`config.mk`:
```
export PLATFORM = sky130hd
export DESIGN_NAME = regfile_wb
export DESIGN_NICKNAME = d
export VERILOG_FILES = /design/src/rtl/regfile_wb.sv
export SDC_FILE = /design/constraint.sdc
export NUM_CORES = 1
export LEC_CHECK = 0
export ABC_AREA = 1
export ABC_CLOCK_PERIOD_IN_PS = 3300
export BUFFER_PORTS_ARGS = -buffer_cell sky130_fd_sc_hd__clkbuf_2
export CAP_MARGIN = 20
export CORE_MARGIN = 8
export CORE_UTILIZATION = 60
export CTS_CLUSTER_SIZE = 20
export DETAILED_ROUTE_END_ITERATION = 12
export PLACE_DENSITY = 0.84
export SYNTH_ARGS = -nofsm -noshare
export SYNTH_HDL_FRONTEND = slang
export SYNTH_SLANG_ARGS = --single-unit
```
`constraint.sdc`:
```
create_clock -name clk -period 3.3 [get_ports clk]
set_input_delay 0.33 -clock clk [delete_from_list [all_inputs] [get_ports clk]]
set_output_delay 0.33 -clock clk [all_outputs]
set_load 0.02 [all_outputs]
```
`src/rtl/regfile_wb.sv`:
```
// Register file with a write-first bypass and a pending-write scoreboard.
// A combinational stall is raised on RAW and WAW hazards against outstanding writebacks.
module regfile_wb #(
  parameter int WIDTH = 8,
  parameter int NREGS = 8
) (
  input  logic             clk,
  input  logic             reset,
  input  logic             wb_en,
  input  logic [2:0]       wb_addr,
  input  logic [WIDTH-1:0] wb_data,
  input  logic [2:0]       rd_addr_a,
  input  logic [2:0]       rd_addr_b,
  input  logic             rd_use_a,
  input  logic             rd_use_b,
  output logic [WIDTH-1:0] rd_data_a,
  output logic [WIDTH-1:0] rd_data_b,
  input  logic             iss_en,
  input  logic [2:0]       iss_dst,
  output logic             stall,
  output logic [NREGS-1:0] pending
);

  logic [WIDTH-1:0] regs [NREGS];
  logic             raw_a;
  logic             raw_b;
  logic             waw;

  always_ff @(posedge clk or posedge reset) begin
    if (reset) begin
      for (int i = 0; i < NREGS; i++) regs[i] <= '0;
    end else if (wb_en) begin
      regs[wb_addr] <= wb_data;
    end
  end

  // The set is written last so an issue and a writeback to the same register leave it pending.
  always_ff @(posedge clk or posedge reset) begin
    if (reset) begin
      pending <= '0;
    end else begin
      if (wb_en) pending[wb_addr] <= 1'b0;
      if (iss_en && !stall) pending[iss_dst] <= 1'b1;
    end
  end

  always_comb begin
    rd_data_a = regs[rd_addr_a];
    rd_data_b = regs[rd_addr_b];
    if (wb_en && (wb_addr == rd_addr_a)) rd_data_a = wb_data;
    if (wb_en && (wb_addr == rd_addr_b)) rd_data_b = wb_data;
  end

  // A writeback landing this cycle resolves the hazard it would otherwise cause.
  always_comb begin
    raw_a = rd_use_a && pending[rd_addr_a] && !(wb_en && (wb_addr == rd_addr_a));
    raw_b = rd_use_b && pending[rd_addr_b] && !(wb_en && (wb_addr == rd_addr_b));
    waw   = iss_en && pending[iss_dst] && !(wb_en && (wb_addr == iss_dst));
    stall = raw_a || raw_b || waw;
  end

endmodule
```
## After elaboration in Yosys (flattened, before gate mapping)

Index checks and enable logic that the tools add are counted.

- $lt $le $gt $ge: 10
- Eq/ne operators: 3
- Muxes and demuxes: 23
- Bitwise operators: 6
- Reductions and logical operators: 19

Operators with widths:

| cell | count |
|---|---|
| $mux W8 | 9 |
| $bwmux W64 | 1 |
| $bmux W8 S3 | 2 |
| $demux W8 S3 | 1 |
| $lt A3 B4 Y1 const B | 4 |
| $logic_and A1 B1 Y1 | 13 |
| $ge A4 B4 Y1 const B | 3 |
| $not A3 Y4 | 3 |
| $bmux W1 S3 | 3 |
| $eq A3 B3 Y1 | 3 |
| $and A8 B8 Y8 | 1 |
| $not A8 Y8 | 1 |
| $or A8 B8 Y8 | 1 |
| $demux W1 S3 | 2 |
| $ge A3 B1 Y1 const B | 2 |
| $mux W1 | 5 |
| $logic_not A1 Y1 | 4 |
| $lt A4 B1 Y1 const B | 1 |
| $logic_or A1 B1 Y1 | 2 |

- Register bits after elaboration: 72
- Input port bits: 26
- Output and inout bits: 25
- Logic and storage cells: 70

## Logic depth before layout (Yosys ltp)

- Depth after elaboration: 9
- Mapped depth: 12
- Mapped depth without buffers: 11

## Worst setup path before layout

Ideal clock, no wire load.

- Path kind: input-to-output
- Start point: input rd_addr_a[2]
- End point: output rd_data_a[0]
- Arrival: 1.466 ns
- Required time: 2.970 ns
- Setup slack: 1.504 ns
- Cell stages on the path: 8
- Buffers on the path: 2
- Path through: buf_4 -> inv_2 -> nand2_1 -> nand2_1 -> nor2_2 -> nand2_2 -> buf_2 -> o21ai_0

- Longest elaborated chain between the ends: 5
- Elaborated cells between the ends (all ways): 7
- Those cells by class: 1 x eq/ne; 4 x mux; 1 x bitwise; 1 x reduce/logical

Ends and longest elaborated chain:

| what | RTL line | text |
|---|---|---|
| start: declaration | 12 | `input logic [2:0] rd_addr_a,` |
| $not A3 Y4 (implied by the code) | 48 | `rd_data_a = regs[rd_addr_a];` |
| $bmux W8 S3 | 48 |  |
| $mux W8 (implied by the code) (2 in series) | 48 |  |
| $mux W8 (*) | 50 | `if (wb_en && (wb_addr == rd_addr_a)) rd_data_a = wb_data;` |
| end: declaration | 16 | `output logic [WIDTH-1:0] rd_data_a,` |

Every way passes the cells marked *; elsewhere a longest branch is shown, timed or not. The select of a mux whose other input is x is not followed.

## Final worst setup path

- Start point: input rd_addr_a[1]
- End point: output rd_data_a[4]

Same word-level chain as after synthesis.

==> run metrics <==
skew final=3.506 ps; H-tree depth=3; Final Hold Fails=19; flops & latches, synth=between 70 and 80; max cap viols=0; Slew @ Worst Pin=973.8 ps; Clock Latency Late Sink=350 ps; Critical Path Source Type=input port; gr ovfl total=0; setup ws final=~850 ps; drt initial violations=approximately 520; antenna violations before repair=0; ANT cells=0; Port Buffer Count=50; Final Cycle Share=74.38%; core area=0.007292 mm²; GPL Wtd Cong=0.8627; YS warnings=0; Max VDD drop=0.3270 mV; most frequent cells in the layout=nand2_1, o21ai_0, dfrtp_1, nand3_1, inv_1; status=finished with violations; cell count after synthesis=632; Inst Count DP=about 740; Die Y=102.8 µm; clock buffer depth=2; area leader, netlist=dfrtp_1; busiest grt layer=met2; first-pass GRT wire length=20880 µm; post_cts resized=0; commonest non-fill, non-tap cell in the layout=nand2_1; clock period minus final worst setup slack=2455 ps; syn_nets=658; register area share after synthesis=39.89%; starting density of the core=61.94%; vias in the first global route=~4100; Worst-path clk slew=around 80 ps; wire per inst=17.05 µm; FP Rows=31; Area Overhead vs Synth=8.033%; drt total wl=12920 µm; post-synth top area share=39.89%; Final setup viols=0; GRT Overall Usage=between 20% and 30%; largest net degree at the start of global routing=53; CP max FO=36; failing checks=negative hold slack; setup_tns=0 ps; Worst Setup End Kind=output pin; vias per std cell=5.960; met3 usage=under 10%; antenna-violating nets left=0; dpl hpwl=8846 µm; Post-CTS Hold Buffers=0; Netlist cell types=26; IO Count=51; CP required=2970 ps; Num CTS Buffers=9; RSZ-0062 raised after global routing=no; vias=approximately 4500; Post-CTS Setup Bufs=0; Post-route DRC=0; P per Cell Area=541.7 mW/mm²; DIE AREA=about 0.011 mm²; hold_ws=-4.265 ps; CTS tree=built; share of cells above drive strength 1=15.78%; die width=102.8 µm; fillers=just over 600; top cells by area, synth=dfrtp_1, nand2_1, o21ai_0, nand3_1, o211ai_1; Pre-antenna DRT Iters=6; FMAX=407.4 MHz; root buffer cell=clkbuf_8; CP arrival=2120 ps; average cell area after synthesis=7.147 µm²; Pins Over Slew Limit=0; leakage=2.374 nW; Multi-input gate area=0.002227 mm²; slew margin rel.=34.84%; area occupied by registers=0.001802 mm²; Sink Count=72; Mapped Area=approximately 0.0045 mm²; grt met2 use=40.41%; worst slack at placement=945.7 ps; met1 Track Usage GR=between 30% and 40%; Hold WC Path Type=input port to async pin; nets@finish=680; number of non-filler instances in the completed layout=between 700 and 800; Setup Crit Path Kind=input port to output pin
-- final timing paths --
kind | from | to | slack (ps) | cells past startpoint
max reg2reg | pending[5] | pending[7] | 1890 | 9
min in group clk | wb_data[0] | regs[0] | 200 | 3
max in group asynchronous | reset | regs[15] | 2330 | 3
max | rd_addr_a[1] | rd_data_a[4] | 850 | 8
min reg2reg | regs[50] | regs[50] | 490 | 2
min | reset | regs[38] | -4 | 2
-- cell families after synthesis --
logic type	count (synthesis)	share of synthesized area (%)
flops	72	39.89
buf+inv	107	10.80
compound gates	190	23.21
simple gates	263	26.09
-- where the power goes --
part | internal [mW] | switching [mW]
logic | 0.247 | 0.485
clock network | 0.355 | 0.353
registers | 1.06 | 0.147
-- critical path, stage by stage --
cell and delay [ps]:
clkbuf_2 590, inv_1 180, nand2_1 100, nand2_1 60, nor2_2 110, nand2_2 200, o21ai_0 310, clkbuf_2 240
-- registers in the layout, indices dropped and copies added, names as in the netlist --
register / flops
regs: 64
pending: 8
-- routing by layer --
layer	vias up	wire (µm)	part of all wire (%)
met1	2103	5255	41
li1	2145	-	-
met5	-	0	0
met4	0	271	2.1
met3	25	1321	10
met2	245	6072	47
-- area by class of cell --
cell class              instances  share of cell area [%]
clock inverters                 7                   1.615
well taps                      99                   2.538
inverters                      65                   5.154
multi-input cells             453                   45.64
repair buffers                 53                   5.590
clock buffers                   9                   2.538
flip-flops and latches         72                   36.92
-- synth_stat cells (all sizes together) --
cell type  count
clkbuf         9
nand3         65
buf           33
dfrtp         72
o21ai        123
nand4          3
nor3           3
a21boi         1
o211ai        32
a21oi         34
inv           65
nor2          24
nand2        168
-- stage by stage --
| stage | instance area [µm²] | hold slack, ps | utilization (%) | total power [mW] |
|---|---|---|---|---|
| after floorplan | 4517 | 451.0 | - | 1.710 |
| after CTS | 4880 | 2.915 | 66.92 | 2.640 |
| after global routing | 4880 | 40.45 | 66.92 | 2.791 |
| final | 4880 | -4.265 | 66.92 | 2.643 |
| after global placement | 4677 | 377.6 | 64.14 | 1.905 |
| after detailed placement | 4677 | 382.9 | 64.14 | 1.935 |
(Power assumes the default switching activity.)
